--- config.mk ---
export PLATFORM = sky130hd
export DESIGN_NAME = simd_job_sched
export DESIGN_NICKNAME = d
export VERILOG_FILES = /design/src/rtl/simd_job_sched.sv
export SDC_FILE = /design/constraint.sdc
export NUM_CORES = 1
export LEC_CHECK = 0
export ABC_AREA = 1
export BUFFER_PORTS_ARGS = -buffer_cell sky130_fd_sc_hd__buf_2
export CAP_MARGIN = 20
export CORE_AREA = 2 2 501 503
export DETAILED_ROUTE_END_ITERATION = 8
export DIE_AREA = 0 0 503 505
export PLACE_DENSITY = 0.3
export SYNTH_ARGS = -nofsm -noshare
export SYNTH_HDL_FRONTEND = slang
export SYNTH_SLANG_ARGS = --single-unit
--- constraint.sdc ---
create_clock -name i_clk -period 1.9 [get_ports i_clk]
set_input_delay 0 -clock i_clk [delete_from_list [all_inputs] [get_ports i_clk]]
set_output_delay 0 -clock i_clk [all_outputs]
set_load 0.01 [all_outputs]
--- src/rtl/simd_job_sched.sv ---
// Round-robin job scheduler sharing one simd_array between two requesters.
// Handles MAC accumulator clear, response filtering and a drain watchdog.
module simd_job_sched #(
  parameter int UNIT_SIZE = 32,
  parameter int WIDTH     = 5,
  parameter int TIMEOUT   = 4
) (
  input  logic                                i_clk,
  input  logic                                i_rst,
  input  logic [1:0]                          i_req_valid,
  output logic [1:0]                          o_req_ready,
  input  logic [1:0][1:0]                     i_req_op,
  input  logic [1:0]                          i_req_last,
  input  logic [1:0][WIDTH*UNIT_SIZE-1:0]     i_req_a,
  input  logic [1:0][WIDTH*UNIT_SIZE-1:0]     i_req_b,
  output logic [1:0]                          o_arr_op,
  output logic [WIDTH*UNIT_SIZE-1:0]          o_arr_a,
  output logic [WIDTH*UNIT_SIZE-1:0]          o_arr_b,
  output logic                                o_arr_run,
  output logic                                o_arr_rstn,
  input  logic                                i_arr_valid,
  input  logic [WIDTH*UNIT_SIZE-1:0]          i_arr_res,
  output logic                                o_rsp_valid,
  output logic                                o_rsp_id,
  output logic                                o_rsp_err,
  output logic [WIDTH*UNIT_SIZE-1:0]          o_rsp_data,
  output logic                                o_busy
);

  localparam int CW = (TIMEOUT > 2) ? $clog2(TIMEOUT) : 1;
  localparam logic [1:0] OP_MAC = 2'd2;
  localparam logic [1:0] OP_RSV = 2'd3;

  typedef enum logic [1:0] {IDLE, CLEAR, RUN, DRAIN} state_t;

  state_t         state, state_d;
  logic           ptr;
  logic           gnt;
  logic [1:0]     op_q;
  logic [CW-1:0]  cnt;
  logic           last_ran;

  logic pick;
  logic accept;
  logic fin;
  logic timed_out;
  logic drain_done;

  assign pick       = (&i_req_valid) ? ptr : i_req_valid[1];
  assign accept     = (state == RUN) && i_req_valid[gnt];
  assign fin        = accept && i_req_last[gnt];
  assign timed_out  = (cnt == CW'(TIMEOUT - 1));
  // a final beat that never ran the array has nothing to wait for
  assign drain_done = !last_ran || i_arr_valid || timed_out;

  always_comb begin
    state_d = state;
    unique case (state)
      IDLE:
        if (|i_req_valid)
          state_d = (i_req_op[pick] == OP_MAC) ? CLEAR : RUN;
      CLEAR: state_d = RUN;
      RUN:   if (fin) state_d = DRAIN;
      DRAIN: if (drain_done) state_d = IDLE;
      default: state_d = IDLE;
    endcase
  end

  always_comb begin
    o_req_ready      = '0;
    o_req_ready[gnt] = !i_rst && (state == RUN);
    o_arr_run        = !i_rst && (state == RUN) &&
                       i_req_valid[gnt] && (op_q != OP_RSV);
    o_arr_rstn       = !i_rst && (state != CLEAR);
    o_busy           = !i_rst && (state != IDLE);
    o_arr_op         = op_q;
    o_arr_a          = i_req_a[gnt];
    o_arr_b          = i_req_b[gnt];
  end

  always_ff @(posedge i_clk) begin
    if (i_rst) begin
      state       <= IDLE;
      ptr         <= 1'b0;
      gnt         <= 1'b0;
      op_q        <= '0;
      cnt         <= '0;
      last_ran    <= 1'b0;
      o_rsp_valid <= 1'b0;
      o_rsp_id    <= 1'b0;
      o_rsp_err   <= 1'b0;
      o_rsp_data  <= '0;
    end else begin
      state       <= state_d;
      o_rsp_valid <= 1'b0;
      o_rsp_err   <= 1'b0;
      o_rsp_data  <= '0;
      o_rsp_id    <= gnt;
      if (state == IDLE && |i_req_valid) begin
        gnt  <= pick;
        op_q <= i_req_op[pick];
      end
      if (fin) begin
        last_ran <= (op_q != OP_RSV);
        cnt      <= '0;
      end
      if (state == DRAIN) cnt <= cnt + 1'b1;
      if (state == DRAIN && drain_done) ptr <= ~gnt;
      // MAC partial results during RUN are swallowed
      if (state == RUN) begin
        if (i_arr_valid && op_q != OP_MAC && op_q != OP_RSV) begin
          o_rsp_valid <= 1'b1;
          o_rsp_data  <= i_arr_res;
        end
      end else if (state == DRAIN) begin
        if (!last_ran) begin
          o_rsp_valid <= 1'b1;
          o_rsp_err   <= 1'b1;
        end else if (i_arr_valid) begin
          o_rsp_valid <= 1'b1;
          o_rsp_data  <= i_arr_res;
        end else if (timed_out) begin
          o_rsp_valid <= 1'b1;
          o_rsp_err   <= 1'b1;
        end
      end
    end
  end

endmodule

Word level (Yosys, flattened, before mapping)
Cells that the tools add are included.

word-level totals
  logic and storage cells = 84
  output and inout port bits = 490
  register bits = 172
  input bits = 811

cells by class
  bitwise operators = 3
  reductions and logical operators = 23
  multiplexer cells = 33
  $lt $le $gt $ge = 3
  add/subtract/negate cells = 1
  eq/ne operators = 11

operators with widths
  cell                                                      count
  two-way mux 160 bit                                       9
  two-way mux 2 bit                                         8
  two-way mux 1 bit                                         14
  logical AND 1 bit                                         12
  inequality test 2 bit, second input constant              5
  == test 2 bit, second input constant                      4
  case mux 2 bit (4 select lines)                           1
  < comparator 1 x 2 -> 1 bit, second input constant        2
  nonzero test 2 bit                                        2
  AND reduction 3 bit                                       1
  OR reduction 3 bit                                        1
  adder 2 x 1 -> 2 bit, second input constant               1
  AND 2 bit                                                 1
  == test 2 x 1 -> 1 bit, second input constant             1
  logical NOT 1 bit                                         2
  logical NOT 2 bit                                         1
  logical OR 1 bit                                          2
  inequality test 2 x 1 -> 1 bit, second input constant     1
  NOT 1 bit                                                 2
  AND reduction 2 bit                                       1
  OR reduction 2 bit                                        1
  demux 1 bit (select 1 bit)                                1
  greater-or-equal comparator 1 bit, second input constant  1

Logic depth before layout (Yosys ltp)
Gate-level depths: netlist of the first run.

  depth after elaboration = 8
  depth in mapped cells = 10
  gate-level depth less buffers = 9

Worst setup path after synthesis of the first run
OpenSTA, ideal clock, no wires.

  kind = register to register
  from = reg state[0]
  to = reg o_rsp_data[0]
  arrival time = 1.368 ns
  period minus slack after synthesis = 1.431 ns
  cell stages (with the launch flop) = 10
  path buffers = 2
  library setup time = 0.064 ns
  path slack = 0.469 ns
  required time = 1.836 ns
  cells stage by stage = dfxtp_1 inv_1 ha_1 inv_1 nand2_1 o21ai_1 nand2_1 buf_6 buf_6 nor2_1

on the way
  cells in the longest elaborated chain, start to end = 3
  elaborated cells between the ends (all ways) = 4
  classes of those cells = eq/ne: 2; mux: 2

RTL lines
  what                      RTL line  RTL
  start: declaration        36        state_t state, state_d;
  start signal: assignment  94        state <= state_d;
  == test 2 bit             115       end else if (state == DRAIN) begin
  two-way mux 160 bit       115
  two-way mux 160 bit *     110       if (state == RUN) begin
  end signal: assignment    113       o_rsp_data <= i_arr_res;
  end signal: assignment    121       o_rsp_data <= i_arr_res;
  end: declaration          26        output logic [WIDTH*UNIT_SIZE-1:0] o_rsp_data,

Every way passes the cells marked *; elsewhere a longest branch is shown, timed or not.
A chain may end at the register's enable or synchronous reset.

Worst setup path in the final report of the first run
  from = reg gnt
  to = out o_arr_b[95]

on the way
  cells in the longest elaborated chain, start to end = 2

RTL lines
  what                                                     RTL line  RTL
  start: declaration                                       38        logic gnt;
  start signal: assignment                                 100       gnt <= pick;
  two-way mux 160 bit (implied by the code) (2 in series)  78        o_arr_b = i_req_b[gnt];
  end: declaration                                         18        output logic [WIDTH*UNIT_SIZE-1:0] o_arr_b,

No other way between the ends. The select of a mux whose other input is x is not followed.

==> metrics.cfg, run 1 <==
[routing]
drc = 0
routed_wirelength_mm = 179
dr.pass1.iters = 5
vias = 16844
wl_per_cell_um = 27.4
detail-route-antenna-nets = 0
drt_iter0_drc = 893
vias_per_cell = 2.58

[sta]
rsz0062_at_grt = yes
slew_viol_final = 0
setup_violations = 226
min_period_ns = 2.05
fin_crit_sh_pct = 108
final.setup.tns_ns = -14.85
hold_violations = 0
skew_ns = 0.0294
finalWorstSetupSlack_ns = -0.155
tightest_slew_ns = 0.494
timing.slew.headroom_pct = 67.1
fmax_mhz = 487

[floorplan]
rows = 183
die_area_um2 = 254000
die_y_um = 505
num_io_pins = 1301
start_util_pct = 3.69
coreArea_um2 = 248000
die_w_um = 503

[finish]
final_common_cell = buf_2
mostFrequentLayoutCells = buf_2, nand2_1, inv_1
multi_input_area_um2 = 5900
final_cell_count_no_fill = 6539
syn2layout_area_growth_pct = 190
register_area_um2 = 3450
fill_cells = 29350
drive_gt1_share_pct = 53.7
nets = 3974
final_util_pct = 10.7

[yosys]
synthSimpleGateAreaFrac_pct = 48.3
synthTopCellsByArea = nand2_1, dfxtp_1, inv_1
synth_compound_area_share_pct = 0.998
ys_warn_count = 0
synth_top_family_by_area = simple AND/OR/NAND/NOR gates
synth_top_area_share_pct = 40.8
ys_types = 18
synth_top_area_cell = nand2_1
synthXorXnorAreaFrac_pct = 0
syn_nets = 2450
syn_area_per_cell_um2 = 5.60
ys_seq_elements = 172
netlist_instances = 1634
synthMuxAreaShare_pct = 0
syn_area_um2 = 9150
seq_area_frac_synth_pct = 37.6
synth_fa_ha_area_share_pct = 0.684

[power]
p_int_w = 0.0116
p_sw_share_pct = 50.5
power_frac_comb_pct = 66.8
power-per-cell-area_nw_per_um2 = 880
leakage_nw = 14.2
p_clk_share_pct = 16.0
p_total_w = 0.0234
vdd_drop_max_mv = 0.697
seqPwrFrac_pct = 17.2
switchingPower_w = 0.0118

[global_route]
grt_pass1_wl_mm = 208
grt_overflow = 0
antenna_found_initial = 81
track_usage_pct = 13.3
grt_pass1_vias = 16765
grt_max_degree = 49

[worst_setup_path]
r2r_cells = 9
path_buf_inv = 6
path_max_fanout = 7
cp.required_ns = 1.90
r2r_start = state[0]
max_stage_delay_ns = 0.37
critical_path_arrival_ns = 2.05
critPathTopFamily = buffers and inverters
critical_path.startpoint = gnt
end_kind = output port
rr_endpoint = o_rsp_data[96]
crit_chain = buf_12, buf_16, buf_16, buf_12, buf_12, nand2_2, nand2_2, buf_6
worst-setup-path-type = reg2out
r2r_slack_ns = 0.06
crit_slowest_cell = dfxtp_4
crit_path_frequent_cell = buf_12
cp-start-kind = register

[placement]
port_buffers = 1300
gp_congestion = 1.01
pre_cts_slack_ns = -0.0630
dp.cells = 6239
hpwl_mm = 159

[cts]
cts_tree = yes
clockBufferDepth = 2
cts_buffers = 17
ctsRootBufferMaster = clkbuf_16
htree_levels = 4
cts.sinks = 172
insertion_delay_ns = 0.51
clk_pin_slew_ns = 0.10

[run]
max_cap_viol_count = 0

[hold_path]
min_from = i_req_op[2]
hold_depth = 8
min_to = state[0]
min_path_type = in2reg

[run_status]
violations = negative setup slack
run_status = finished, violations left

==> state kept, by name, summed over array words and instances, names as in the netlist <==
signal / flops
cnt: 2
gnt: 1
last_ran: 1
o_arr_op: 2
o_rsp_data: 160
o_rsp_err: 1
o_rsp_id: 1
o_rsp_valid: 1
ptr: 1
state: 2
==> synth_stat cells, drive strengths merged <==
cell type	number
a21oi	8
nand2	995
nand3	8
clkbuf	39
buf	50
ha	5
a221oi	1
inv	175
o21ai	7
o31ai	1
nor3	1
dfxtp	172
clkinv	1
nor2	171
==> tightest hold or removal path, cell delays in order <==
cell and delay [ns]:
buf_2 0.09, inv_1 0.05, nand3_1 0.08, nand2_1 0.10, nand3_1 0.09, nand2_1 0.05, nor2_1 0.08, nor2_1 0.04
==> power groups by stage <==
stage	combinational, W	sequential [W]	clock (W)
2_1_floorplan	0.00336	0.00423	0
6_report	0.0156	0.00402	0.00374
3_3_place_gp	0.0117	0.00414	0
3_5_place_dp	0.0117	0.00414	0
4_1_cts	0.0147	0.00403	0.00393
5_1_grt	0.0167	0.00405	0.00403
==> logic make-up (layout without fill, tap and decap cells) <==
group	Yosys count	in the layout
adder cells (fa/ha/maj)	5	5
AND/OR/NAND/NOR	1175	1175
flip-flops	172	172
AO/OA/AOI/OAI	17	17
other	0	38
buffers and inverters	265	1802
==> worst max path at each step <==
stage	end	cells after the start
2_1_floorplan	o_rsp_data[0]	9
3_3_place_gp	o_arr_a[19]	5
3_5_place_dp	o_arr_a[19]	5
4_1_cts	o_arr_b[25]	7
5_1_grt	o_arr_b[64]	8
6_report	o_arr_b[95]	8
==> repair_timing <==
| item | CTS | global route |
|---|---|---|
| hold buffers | 171 | 0 |
| endpoints found under the hold margin | 171 | 0 |
| cloned | 19 | 10 |
| setup buffers | 22 | 9 |
| setup endpoints to repair | 323 | 436 |
| pin swaps | 50 | 76 |
| resized for setup | 472 | 428 |
==> through the flow <==
stage               cell area [µm²]  hold slack [ns]
finish                        26600            0.100
global placement              20000            0.219
global route                  26500           0.0986
floorplan                      9150            0.112
detailed placement            20000            0.219
CTS                           24700           0.0249
==> per-layer routing <==
layer / up-vias / share of wire, % / GRT usage (%)
li1: 7803 / - / -
met1: 7682 / 37 / 14.3
met2: 1148 / 48 / 22.9
met3: 199 / 12 / 6.18
met4: 12 / 3.2 / 3.73
met5: - / 0.16 / 0.590
==> cell type report <==
cell class                      instances  area share, %
Inverter                              176           2.59
Tap cell                             3330           15.7
Sequential cell                       172           13.0
Multi-Input combinational cell       1197           22.2
Clock inverter                         15          0.768
Antenna cell                           38          0.358
Timing Repair Buffer                 1591           43.6
Clock buffer                           17           1.60
Timing Repair inverter                  3          0.287
No activity file was read; power rests on OpenSTA's default activity.
==> run 2, diff against run 1 <==
Settings changed: PLACE_DENSITY 0.3 to not set, PLACE_DENSITY_LB_ADDON set to 0.2.
==> metrics.cfg, run 2 (synthesized netlist as in run 1, its figures left out) <==
[run_status]
run_status = finished, violations left
violations = negative setup slack

[finish]
fill_cells = 29446  ; +0.33%
syn2layout_area_growth_pct = 184
multi_input_area_um2 = 5680  ; -3.7%
top_register = o_rsp_data
nets = 3935  ; -0.98%
final_common_cell = buf_2
register_area_um2 = 3450  ; unchanged
drive_gt1_share_pct = 52.2  ; -1.5 points
final_area_um2 = 25900  ; -2.3%
largest_reg_flops = 160  ; unchanged
mostFrequentLayoutCells = buf_2, nand2_1, inv_1, nor2_1, dfxtp_1

[sta]
timing.slew.headroom_pct = 67.8  ; +0.73 points
min_period_ns = 2.00  ; -0.0598 ns
setup_violations = 165  ; -27%
final.setup.tns_ns = -6.48  ; +8.37 ns
fmax_mhz = 501  ; +3.0%
slew_viol_final = 0  ; unchanged
skew_ns = 0.0156  ; -0.0138 ns
hold_violations = 0  ; unchanged
tightest_slew_ns = 0.478  ; -0.0159 ns
fin_crit_sh_pct = 105  ; -3.1 points
rsz0062_at_grt = yes
finalWorstSetupSlack_ns = -0.0952  ; +0.0598 ns
whs_ns = 0.0542  ; -0.0459 ns

[power]
switchingPower_w = 0.0111  ; -5.8%
power_frac_comb_pct = 64.9  ; -1.9 points
seqPwrFrac_pct = 17.9  ; +0.7 points
power-per-cell-area_nw_per_um2 = 866  ; -1.5%
p_sw_share_pct = 49.5  ; -1.0 points
vdd_drop_max_mv = 0.597  ; -14%
p_int_w = 0.0114  ; -1.8%
leakage_nw = 13.5  ; -4.9%
p_clk_share_pct = 17.2  ; +1.2 points

[floorplan]
coreArea_um2 = 248000  ; unchanged
die_w_um = 503  ; unchanged
die_area_um2 = 254000  ; unchanged
die_y_um = 505  ; unchanged
rows = 183  ; unchanged
start_util_pct = 3.69  ; unchanged
num_io_pins = 1301  ; unchanged

[routing]
wl_per_cell_um = 26.8  ; -2.3%
drt_iter0_drc = 817  ; -8.5%
routed_wirelength_mm = 174  ; -3.1%
dr.pass1.iters = 5  ; unchanged
vias = 16679  ; -0.98%
detail-route-antenna-nets = 0  ; unchanged
vias_per_cell = 2.57  ; -0.20%
drc = 0  ; unchanged

[global_route]
track_usage_pct = 12.8  ; -0.42 points
grt_pass1_vias = 16806  ; +0.24%
grt_pass1_wl_mm = 203  ; -2.4%
grt_overflow = 0  ; unchanged
grt_max_degree = 67  ; +37%
antenna_found_initial = 146  ; +80%

[cts]
clockBufferDepth = 2  ; unchanged
cts_buffers = 17  ; unchanged
htree_levels = 4  ; unchanged
insertion_delay_ns = 0.48  ; -0.03 ns
ctsRootBufferMaster = clkbuf_16
clk_pin_slew_ns = 0.09  ; about the same
cts.sinks = 172  ; unchanged
cts_tree = yes

[hold_path]
min_from = i_req_op[3]
hold_depth = 7  ; -1
min_path_type = in2reg
min_to = state[0]

[worst_setup_path]
rr_endpoint = state[0]
worst-setup-path-type = reg2out
cp.required_ns = 1.90  ; about the same
critical_path_arrival_ns = 2.00  ; -0.05 ns
cp-start-kind = register
path_max_fanout = 20  ; +13
r2r_slack_ns = 0.13  ; +0.07 ns
r2r_start = gnt
r2r_cells = 12  ; +3
end_kind = output port

[run]
max_cap_viol_count = 0  ; unchanged

[placement]
place_area_um2 = 20500  ; +2.5%
hpwl_mm = 154  ; -3.2%
port_buffers = 1300  ; unchanged
gp_congestion = 0.928  ; -8.4%
pre_cts_slack_ns = -0.103  ; -0.0396 ns

run 2: cell count changes in the layout (fill, tap and decap cells not counted), sizes merged:
cell         change
buf             -39
clkbuf           +3
clkinv           -1
dlygate4sd3      -4
diode           -12
bufbuf           +2
run 2: stage by stage:
step,instances,util [%],power (W)
2_1_floorplan,1634,-,0.00759
3_3_place_gp,6210,8.26,0.0159
3_5_place_dp,6210,8.26,0.0159
4_1_cts,6439,9.82,0.0222
5_1_grt,6470,10.4,0.0240
6_report,6488,10.5,0.0225
run 2: per-layer routing:
metal | vias up | GRT usage, % | wire (µm)
met5 | - | 0 | 362
met4 | 36 | 2.67 | 5050
met3 | 296 | 4.76 | 17600
met2 | 1169 | 23.9 | 88000
met1 | 7465 | 13.6 | 62500
li1 | 7713 | - | -
run 2: final cells by class:
class	count	area share (%)
timing repair buffer	1553	43.3
tap	3330	16.1
multi-input combinational	1197	21.9
clock buffer	17	1.64
antenna	26	0.251
sequential	172	13.3
clock inverter	15	0.796
timing repair inverter	2	0.178
inverter	176	2.65
run 2: critical path, cell delays in order (launching register included):
cell,delay [ns]
dfxtp_4,0.42
buf_12,0.21
clkinv_16,0.14
buf_12,0.18
buf_16,0.16
nand2_2,0.09
nand2_1,0.06
buf_2,0.15
run 2: repair_timing:
item / 4_1_cts / 5_1_grt
setup buffers: 16 / 9
hold buffers: 167 / 0
cloned: 14 / 17
hold endpoints to repair: 170 / 0
pin swaps: 10 / 25
endpoints found under the setup margin: 325 / 480
resized for setup: 286 / 328
run 2: how the worst max path moves through the flow:
stage,slack [ns],to,cells after the start,start
detailed placement,-0.10,o_arr_a[144],5,gnt
global placement,-0.09,o_arr_a[144],5,gnt
finish,-0.1,o_arr_b[158],7,gnt
floorplan,0.47,o_rsp_data[0],9,state[0]
global route,-0.21,o_arr_b[158],7,gnt
CTS,-0.24,o_arr_b[119],6,gnt
run 2: power by group through the flow:
stage | clock, W | combinational, W | sequential, W
after floorplan | 0 | 0.00336 | 0.00423
after global placement | 0 | 0.0118 | 0.00412
after detailed placement | 0 | 0.0118 | 0.00412
after CTS | 0.00414 | 0.0140 | 0.00404
after global routing | 0.00424 | 0.0157 | 0.00406
final | 0.00387 | 0.0146 | 0.00403
